[src/rtl/multi_cycle_ctrl_if.sv]
// Memory bus between the multi-cycle controller and the unified memory.
//   mem_req   : access request, held until the cycle mem_ready is seen
//   mem_we    : write strobe, valid with mem_req
//   iord      : address select, 0=PC, 1=ALUOut
//   mem_ready : memory completes the current access this cycle
interface multi_cycle_ctrl_if;
  logic mem_req;
  logic mem_we;
  logic iord;
  logic mem_ready;

  modport master (
    output mem_req,
    output mem_we,
    output iord,
    input  mem_ready
  );

  modport slave (
    input  mem_req,
    input  mem_we,
    input  iord,
    output mem_ready
  );
endinterface

[src/rtl/multi_cycle_ctrl.sv]
// Multi-cycle main control FSM for the MIPS-subset core.
// Sequences the shared datapath through FETCH/DECODE/EXECUTE/MEM/WB,
// supervises variable-latency memory accesses with a timeout watchdog
// and counts retired instructions.
// Ports:
//   clk, rst_n        : clock, asynchronous active-low reset
//   mem               : memory bus (master side)
//   instrn_opcode     : IR opcode field, valid from DECODE onward
//   zero_out          : ALU zero flag (branch decision)
//   ir_write..mem_to_reg : datapath enables and selects, decoded from state
//   state             : current FSM state (debug)
//   err               : sticky error code, 01=illegal opcode, 10=mem timeout
//   retired           : retired instruction count, wraps
module multi_cycle_ctrl #(
  parameter int unsigned TIMEOUT = 16,
  parameter int unsigned CNT_W   = 32
) (
  input  logic                 clk,
  input  logic                 rst_n,
  multi_cycle_ctrl_if.master   mem,
  input  logic [5:0]           instrn_opcode,
  input  logic                 zero_out,
  output logic                 ir_write,
  output logic                 pc_write,
  output logic [1:0]           pc_src,
  output logic                 alu_src_a,
  output logic [1:0]           alu_src_b,
  output logic [1:0]           alu_op,
  output logic                 reg_write,
  output logic                 reg_dst,
  output logic                 mem_to_reg,
  output logic [3:0]           state,
  output logic [1:0]           err,
  output logic [CNT_W-1:0]     retired
);

  localparam int unsigned WAIT_W = 8;

  localparam logic [5:0] OP_RTYPE = 6'h00;
  localparam logic [5:0] OP_J     = 6'h02;
  localparam logic [5:0] OP_BEQ   = 6'h04;
  localparam logic [5:0] OP_LW    = 6'h23;
  localparam logic [5:0] OP_SW    = 6'h2B;

  localparam logic [1:0] ERR_NONE    = 2'b00;
  localparam logic [1:0] ERR_ILLEGAL = 2'b01;
  localparam logic [1:0] ERR_TIMEOUT = 2'b10;

  typedef enum logic [3:0] {
    S_IDLE      = 4'd0,
    S_FETCH     = 4'd1,
    S_DECODE    = 4'd2,
    S_MEM_ADDR  = 4'd3,
    S_MEM_READ  = 4'd4,
    S_MEM_WB    = 4'd5,
    S_MEM_WRITE = 4'd6,
    S_EXEC_R    = 4'd7,
    S_R_WB      = 4'd8,
    S_BRANCH    = 4'd9,
    S_JUMP      = 4'd10,
    S_ERROR     = 4'd11
  } state_e;

  state_e              state_q, state_d;
  logic [1:0]          err_q, err_d;
  logic [CNT_W-1:0]    retired_q;
  logic [WAIT_W-1:0]   wait_cnt;
  logic                wait_state_c;
  logic                timeout_c;
  logic                retire_c;

  // Watchdog fires on the last allowed idle cycle; a ready in that cycle wins.
  assign wait_state_c = (state_q == S_FETCH) || (state_q == S_MEM_READ) ||
                        (state_q == S_MEM_WRITE);
  assign timeout_c    = wait_state_c && !mem.mem_ready &&
                        (wait_cnt == WAIT_W'(TIMEOUT - 1));

  // Next-state and Moore decode; memory-completion enables gated by mem_ready.
  always_comb begin
    state_d      = state_q;
    err_d        = err_q;
    retire_c     = 1'b0;
    mem.mem_req  = 1'b0;
    mem.mem_we   = 1'b0;
    mem.iord     = 1'b0;
    ir_write     = 1'b0;
    pc_write     = 1'b0;
    pc_src       = 2'b00;
    alu_src_a    = 1'b0;
    alu_src_b    = 2'b00;
    alu_op       = 2'b00;
    reg_write    = 1'b0;
    reg_dst      = 1'b0;
    mem_to_reg   = 1'b0;

    case (state_q)
      S_IDLE: begin
        state_d = S_FETCH;
      end

      // PC+4 computed while the instruction is read.
      S_FETCH: begin
        mem.mem_req = 1'b1;
        alu_src_b   = 2'b01;
        if (mem.mem_ready) begin
          ir_write = 1'b1;
          pc_write = 1'b1;
          state_d  = S_DECODE;
        end else if (timeout_c) begin
          err_d   = ERR_TIMEOUT;
          state_d = S_ERROR;
        end
      end

      // Branch target precomputed into ALUOut.
      S_DECODE: begin
        alu_src_b = 2'b11;
        case (instrn_opcode)
          OP_LW, OP_SW: state_d = S_MEM_ADDR;
          OP_RTYPE:     state_d = S_EXEC_R;
          OP_BEQ:       state_d = S_BRANCH;
          OP_J:         state_d = S_JUMP;
          default: begin
            err_d   = ERR_ILLEGAL;
            state_d = S_ERROR;
          end
        endcase
      end

      S_MEM_ADDR: begin
        alu_src_a = 1'b1;
        alu_src_b = 2'b10;
        state_d   = (instrn_opcode == OP_LW) ? S_MEM_READ : S_MEM_WRITE;
      end

      S_MEM_READ: begin
        mem.mem_req = 1'b1;
        mem.iord    = 1'b1;
        if (mem.mem_ready) begin
          state_d = S_MEM_WB;
        end else if (timeout_c) begin
          err_d   = ERR_TIMEOUT;
          state_d = S_ERROR;
        end
      end

      S_MEM_WB: begin
        reg_write  = 1'b1;
        mem_to_reg = 1'b1;
        retire_c   = 1'b1;
        state_d    = S_FETCH;
      end

      S_MEM_WRITE: begin
        mem.mem_req = 1'b1;
        mem.iord    = 1'b1;
        mem.mem_we  = 1'b1;
        if (mem.mem_ready) begin
          retire_c = 1'b1;
          state_d  = S_FETCH;
        end else if (timeout_c) begin
          err_d   = ERR_TIMEOUT;
          state_d = S_ERROR;
        end
      end

      S_EXEC_R: begin
        alu_src_a = 1'b1;
        alu_op    = 2'b10;
        state_d   = S_R_WB;
      end

      S_R_WB: begin
        reg_write = 1'b1;
        reg_dst   = 1'b1;
        retire_c  = 1'b1;
        state_d   = S_FETCH;
      end

      // Compare A-B; PC takes ALUOut only when equal. Retires either way.
      S_BRANCH: begin
        alu_src_a = 1'b1;
        alu_op    = 2'b01;
        pc_src    = 2'b01;
        pc_write  = zero_out;
        retire_c  = 1'b1;
        state_d   = S_FETCH;
      end

      S_JUMP: begin
        pc_write = 1'b1;
        pc_src   = 2'b10;
        retire_c = 1'b1;
        state_d  = S_FETCH;
      end

      S_ERROR: begin
        state_d = S_ERROR;
      end

      default: begin
        state_d = S_ERROR;
      end
    endcase
  end

  // State, sticky error and retired counter.
  always_ff @(posedge clk or negedge rst_n) begin
    if (!rst_n) begin
      state_q   <= S_IDLE;
      err_q     <= ERR_NONE;
      retired_q <= '0;
    end else begin
      state_q <= state_d;
      err_q   <= err_d;
      if (retire_c) begin
        retired_q <= retired_q + CNT_W'(1);
      end
    end
  end

  // Wait counter: cleared on every state change, counts idle memory cycles.
  always_ff @(posedge clk or negedge rst_n) begin
    if (!rst_n) begin
      wait_cnt <= '0;
    end else if (state_d != state_q) begin
      wait_cnt <= '0;
    end else if (wait_state_c && !mem.mem_ready) begin
      wait_cnt <= wait_cnt + WAIT_W'(1);
    end
  end

  assign state   = state_q;
  assign err     = err_q;
  assign retired = retired_q;

endmodule

[src/flat_wrapper.sv]
// flat-port wrapper written by rule: the top's interface ports become plain ports
module multi_cycle_ctrl_flat 
#(
  parameter int unsigned TIMEOUT = 16,
  parameter int unsigned CNT_W   = 32
)
  (clk, rst_n, instrn_opcode, zero_out, ir_write, pc_write, pc_src, alu_src_a, alu_src_b, alu_op, reg_write, reg_dst, mem_to_reg, state, err, retired, mem_mem_req, mem_mem_we, mem_iord, mem_mem_ready);
  multi_cycle_ctrl_if mem_i ();
  input  logic clk;
  input  logic rst_n;
  input  logic [5:0] instrn_opcode;
  input  logic zero_out;
  output logic ir_write;
  output logic pc_write;
  output logic [1:0] pc_src;
  output logic alu_src_a;
  output logic [1:0] alu_src_b;
  output logic [1:0] alu_op;
  output logic reg_write;
  output logic reg_dst;
  output logic mem_to_reg;
  output logic [3:0] state;
  output logic [1:0] err;
  output logic [CNT_W-1:0] retired;
  output wire logic [$bits(mem_i.mem_req)-1:0] mem_mem_req;
  output wire logic [$bits(mem_i.mem_we)-1:0] mem_mem_we;
  output wire logic [$bits(mem_i.iord)-1:0] mem_iord;
  input wire logic [$bits(mem_i.mem_ready)-1:0] mem_mem_ready;
  assign mem_mem_req = mem_i.mem_req;
  assign mem_mem_we = mem_i.mem_we;
  assign mem_iord = mem_i.iord;
  assign mem_i.mem_ready = mem_mem_ready;
  multi_cycle_ctrl #(.TIMEOUT(TIMEOUT), .CNT_W(CNT_W)) u_core (.clk(clk), .rst_n(rst_n), .mem(mem_i), .instrn_opcode(instrn_opcode), .zero_out(zero_out), .ir_write(ir_write), .pc_write(pc_write), .pc_src(pc_src), .alu_src_a(alu_src_a), .alu_src_b(alu_src_b), .alu_op(alu_op), .reg_write(reg_write), .reg_dst(reg_dst), .mem_to_reg(mem_to_reg), .state(state), .err(err), .retired(retired));
endmodule
[config.mk]
export PLATFORM = sky130hd
export DESIGN_NAME = multi_cycle_ctrl_flat
export DESIGN_NICKNAME = d
export VERILOG_FILES = /design/src/rtl/multi_cycle_ctrl_if.sv /design/src/rtl/multi_cycle_ctrl.sv /design/src/flat_wrapper.sv
export SDC_FILE = /design/constraint.sdc
export NUM_CORES = 1
export LEC_CHECK = 0
export ABC_AREA = 1
export BUFFER_PORTS_ARGS = -buffer_cell sky130_fd_sc_hd__buf_4
export CAP_MARGIN = 20
export CORE_MARGIN = 2
export CORE_UTILIZATION = 50
export DETAILED_ROUTE_END_ITERATION = 16
export PLACE_DENSITY = 0.74
export SYNTH_ARGS = -nofsm -noshare
export SYNTH_HDL_FRONTEND = slang
export SYNTH_SLANG_ARGS = --single-unit
[constraint.sdc]
create_clock -name clk -period 2.72 [get_ports clk]
set_input_delay 0.68 -clock clk [delete_from_list [all_inputs] [get_ports clk]]
set_output_delay 0.68 -clock clk [all_outputs]
set_load 0.005 [all_outputs]
## Word level (Yosys, flattened, before mapping)

Index checks and enable logic that the tools add are counted.
W data, S select, Z words.

- Register bits after elaboration: 46
- Input port bits: 10
- Output and inout port bits: 53
- Word-level logic and storage cells: 70

- $add $sub $neg: 2
- Equal/unequal tests: 19
- Multiplexer cells: 27
- Reductions and logical operators: 18

Operators with widths:

| kind | number |
|---|---|
| $add A32 B1 Y32 const B | 1 |
| $pmux W4 S7 | 1 |
| $eq A4 B3 Y1 const B | 4 |
| $mux W4 | 4 |
| $mux W8 | 2 |
| $pmux W4 S4 | 1 |
| $eq A4 B4 Y1 const B | 3 |
| $eq A6 B6 Y1 const B | 2 |
| $pmux W2 S2 | 3 |
| $reduce_or A5 Y1 | 2 |
| $mux W1 | 9 |
| $add A8 B1 Y8 const B | 1 |
| $eq A4 B2 Y1 const B | 2 |
| $eq A8 B4 Y1 const B | 1 |
| $mux W2 | 4 |
| $eq A6 B2 Y1 const B | 1 |
| $eq A6 B3 Y1 const B | 1 |
| $logic_not A6 Y1 | 1 |
| $pmux W2 S3 | 1 |
| $reduce_or A2 Y1 | 3 |
| $reduce_or A3 Y1 | 2 |
| $eq A4 B1 Y1 const B | 1 |
| $logic_not A4 Y1 | 1 |
| $ne A2 B2 Y1 const B | 2 |
| 10 further kinds | 13 |

## Logic depth before layout (Yosys ltp)

- Depth in word-level cells: 10
- Gate-level depth with buffers: 13
- Gate-level depth less buffers: 13

## Worst setup path after synthesis

Ideal clock, no wire load.

- Path kind: flip-flop to output port
- Start point: register u_core.state_q[2], in the netlist u_core.state[2]
- End point: output port pc_write
- Data arrival time: 1,082 ps
- Data required time: 2,040 ps
- Setup slack: 958 ps
- Stages on the path, launching flop included: 6
- Path buffers: 1
- Path through: dfrtp_1 buf_4 inv_1 nand2_1 nor2_1 a211o_1

- Longest elaborated chain between the ends: 2
- Elaborated cells on any way between the ends: 4
- Those cells by class: 3 x eq/ne; 1 x mux

RTL lines:

| element | line | RTL |
|---|---|---|
| from (decl) | multi_cycle_ctrl.sv:64 | `state_e state_q, state_d;` |
| from (signal assigned) | multi_cycle_ctrl.sv:214 | `state_q <= state_d;` |
| $eq A4 B4 Y1 / $eq A4 B1 Y1 (equally long branches) | multi_cycle_ctrl.sv:96 | `case (state_q)` |
| $pmux W1 S3 (*) | multi_cycle_ctrl.sv:96 |  |
| to (decl) | flat_wrapper.sv:14 | `output logic pc_write;` |

Every way passes the cells marked *; elsewhere a longest branch is shown, timed or not.

## Worst setup path in the final report

- Start point: register u_core.state_q[1], in the netlist u_core.state[1]
- End point: output port pc_write

Same word-level chain as after synthesis.

==> impl_metrics.csv <==
group,metric,value,unit
run,drv_cap,0,
drt,first_pass_iters,4,
global_routing,track_usage,0.236,
synth,synth_seq_cells,46,
global_routing,grt_max_degree,47,
final_layout,final_core_util,0.635,
clock_network,cts_max_level,2,
run_status,status,"completed",
clock_network,hold_buffers,0,
floorplan,die_height,80.4,µm
synth,yosys.area_share.simple,0.318,
worst_setup_path,endpoint_kind,"output pin",
synth,yosys.cell_types.count,29,
worst_setup_path,crit_path_max_fanout,7,
clock_network,root_buffer,"clkbuf_8",
global_routing,grt_pass1_wl,12000,µm
worst_setup_path,rr_worst_depth,10,
synth,ys_seq_area_frac,0.394,
clock_network,clk_pin_slew_worst_paths,0.09,ns
floorplan,die_w,80.4,µm
timing,hold_violations,0,
power,p_comb_frac,0.029,
clock_network,cts_buffers,5,
floorplan,num_rows,27,
global_routing,grt_busiest_layer,"met2",
timing,fin_tns_setup,0,ns
worst_setup_path,worstReg2RegEnd,"u_core.retired[24]$_DFFE_PN0P_",
worst_setup_path,worstPathRequired,2.04,ns
worst_setup_path,slowest_stage,"dfrtp_1",
drt,num_vias,2780,
timing,finalCritPeriodShare,0.826,
place,io_buffers,62,
worst_setup_path,start_kind,"flop",
clock_network,cts_setup_buffers,0,
floorplan,core_area,5570,µm²
global_routing,antenna_found_initial,0,
timing,maxSlewViolCount,0,
power,power.internal,0.000875,W
worst_setup_path,path_class,"flop to output pin",
place,place_ws,0.672,ns
drt,drcViolationCount,0,
timing,setup_viol,0,
worst_setup_path,r2r_setup_slack,0.70,ns
final_layout,diodes,0,
floorplan,ios,63,
drt,finalWirelength,7230,µm
power,power.density,322,nW/µm²
synth,synth_area,2920,µm²
timing,fin_crit,2.25,ns
place,place.gp.congestion,0.955,
clock_network,cts_resized,0,
synth,synth_top_family_by_area,"simple AND/OR/NAND/NOR gates",
synth,syn_inst,391,
final_layout,syn_to_final_growth,21.3,%
place,place_inst,521,
worst_setup_path,path_cells,"inv_2, nand2_1, nor2_1, a211o_1, buf_4",
synth,synth_adder_area_share,0.00857,
power,p_sw,0.000267,W
clock_network,worstSkewPairLatency,0.30,ns
global_routing,use_met3,0.0393,
synth,synth_compound_area_frac,0.0467,
power,power_leakage,1.77,nW
worst_setup_path,max_stage_delay,0.45,ns
floorplan,start_util,0.524,
worst_setup_path,arrival,1.57,ns
worst_setup_path,r2r_start,"u_core.state[2]$_DFF_PN0_",
final_layout,fin_cells,529,
worst_setup_path,crit_family,"flip-flops",
place,hpwl,5580,µm
timing,rsz0062_at_grt,"false",
global_routing,grt_pass1_vias,2570,
power,clockPowerShare,0.373,
synth,synthMuxAreaShare,0.0394,
global_routing,grt-ovfl-total,0,
drt,ant_nets,0,
final_layout,drive_gt1_frac,0.201,
drt,first_iter_violations,165,
global_routing,grt.met2_usage,0.409,
final_layout,num-nets-final,468,
worst_setup_path,crit_buf_inv,2,
timing,fmax,445,MHz
drt,vias_per_cell,5.26,
synth,avgSynthCellArea,7.47,µm²
timing,fin_ws,0.473,ns
synth,synth_nets,403,
min_path,hold_path.class,"primary input to async pin",
timing,max_slew_margin,0.605,
clock_network,cts_sinks,46,
floorplan,die_area,6470,µm²
power,pwr-share-seq,0.598,
drt,detail_route.wl_per_cell,13.7,µm
synth,synth_xor_area_frac,0.120,
global_routing,met1_usage,0.303,
timing,skew,0.0107,ns
timing,tightest_slew,0.592,ns
power,power_switching_share,0.234,
power,ir_worst_vdd,0.218,mV
synth,yosys_warnings,0,
clock_network,cts_tree,"built",
clock_network,ctsLongestPathBuffers,2,
-- metal layers --
| metal | wire length (µm) | up-vias |
|---|---|---|
| met2 | 3580 | 101 |
| li1 | - | 1367 |
| met1 | 3140 | 1298 |
| met5 | 0 | - |
| met4 | 112 | 0 |
| met3 | 391 | 14 |
-- synth_stat cells --
cell	n	share of area
a211o_1	1	0.0030
a21oi_1	1	0.0017
a31oi_1	1	0.0021
buf_4	2	0.0051
buf_6	1	0.0039
clkbuf_1	3	0.0039
dfrtp_1	46	0.39
ha_1	2	0.0086
inv_1	43	0.055
inv_2	4	0.0051
mux2_4	7	0.036
mux2i_1	1	0.0034
nand2_1	96	0.12
nand2_2	4	0.0086
nand3_1	26	0.045
nand3_2	2	0.0069
nand4_1	9	0.019
nor2_1	60	0.077
nor3_1	16	0.027
nor3_2	1	0.0034
nor3b_1	1	0.0026
nor4_1	1	0.0021
o21ai_0	21	0.036
o21ai_1	1	0.0017
o22ai_1	1	0.0021
or2_4	1	0.0030
xnor2_1	4	0.012
xor2_1	34	0.10
xor2_2	1	0.0056
-- through the flow --
step	instance area, µm²	total power (W)	hold slack [ns]
final	3540	0.00114	0.380
after CTS	3540	0.00116	0.404
after global routing	3540	0.00119	0.416
after floorplan	2920	0.000703	0.384
after global placement	3450	0.000729	0.460
after detailed placement	3450	0.000731	0.460
-- power groups by stage --
stage / combinational, W / clock [W] / sequential, W
final: 0.0000331 / 0.000425 / 0.000683
after global routing: 0.0000384 / 0.000466 / 0.000683
after CTS: 0.0000342 / 0.000438 / 0.000683
after detailed placement: 0.0000342 / 0 / 0.000697
after global placement: 0.0000326 / 0 / 0.000697
after floorplan: 0.00000623 / 0 / 0.000697
-- worst max-delay path by stage --
| stage | start | to | slack [ns] | depth (start not counted) |
|---|---|---|---|---|
| 2_1_floorplan | u_core.state[2]$_DFF_PN0_ | pc_write | 0.96 | 5 |
| 3_3_place_gp | u_core.state[3]$_DFF_PN0_ | u_core.retired[24]$_DFFE_PN0P_ | 0.71 | 9 |
| 3_5_place_dp | instrn_opcode[5] | u_core.wait_cnt[3]$_DFFE_PN0P_ | 0.67 | 12 |
| 5_1_grt | u_core.state[2]$_DFF_PN0_ | pc_write | 0.34 | 5 |
| 6_report | u_core.state[1]$_DFF_PN0_ | pc_write | 0.47 | 5 |
| 4_1_cts | u_core.state[2]$_DFF_PN0_ | pc_write | 0.48 | 5 |
-- cell usage in the layout, fill, tap and decap left out, types with 2 or more instances in the layout --
| cell | instances |
|---|---|
| nor3_1 | 16 |
| nor2_1 | 60 |
| nand3_1 | 26 |
| clkinv_2 | 2 |
| inv_1 | 43 |
| nand4_1 | 9 |
| nand3_2 | 2 |
| dfrtp_1 | 46 |
| xor2_1 | 34 |
| xnor2_1 | 4 |
| o21ai_0 | 21 |
| inv_2 | 4 |
| nand2_1 | 96 |
| nand2_2 | 4 |
| clkbuf_8 | 5 |
| mux2_4 | 7 |
| buf_4 | 64 |
| ha_1 | 2 |
-- worst reg2reg max path: cells and delay by family, from the launching register on --
family / cells / cell delay (ns)
buffers and inverters: 2 / 0.30
AND/OR/NAND/NOR: 7 / 0.95
XOR/XNOR: 1 / 0.14
flip-flops: 1 / 0.55
-- logic make-up after synthesis --
| kind of cell | after synthesis |
|---|---|
| fa+ha+maj | 2 |
| simple gates | 217 |
| buf+inv | 53 |
| compound gates | 26 |
| xor+xnor | 39 |
| flops | 46 |
| mux | 8 |
-- state kept, by name, indices dropped and copies added, names as in the netlist --
name             cells
u_core.err           2
u_core.retired      32
u_core.state         4
u_core.wait_cnt      8
-- area by class of cell --
class	instances	area, µm²
fill	525	2030
multi-input combinational	292	1560
clock inverter	3	18.8
sequential	46	1150
timing repair buffer	64	480
tap	72	90.1
inverter	47	176
clock buffer	5	68.8
Power figures use the tool's default switching activity.
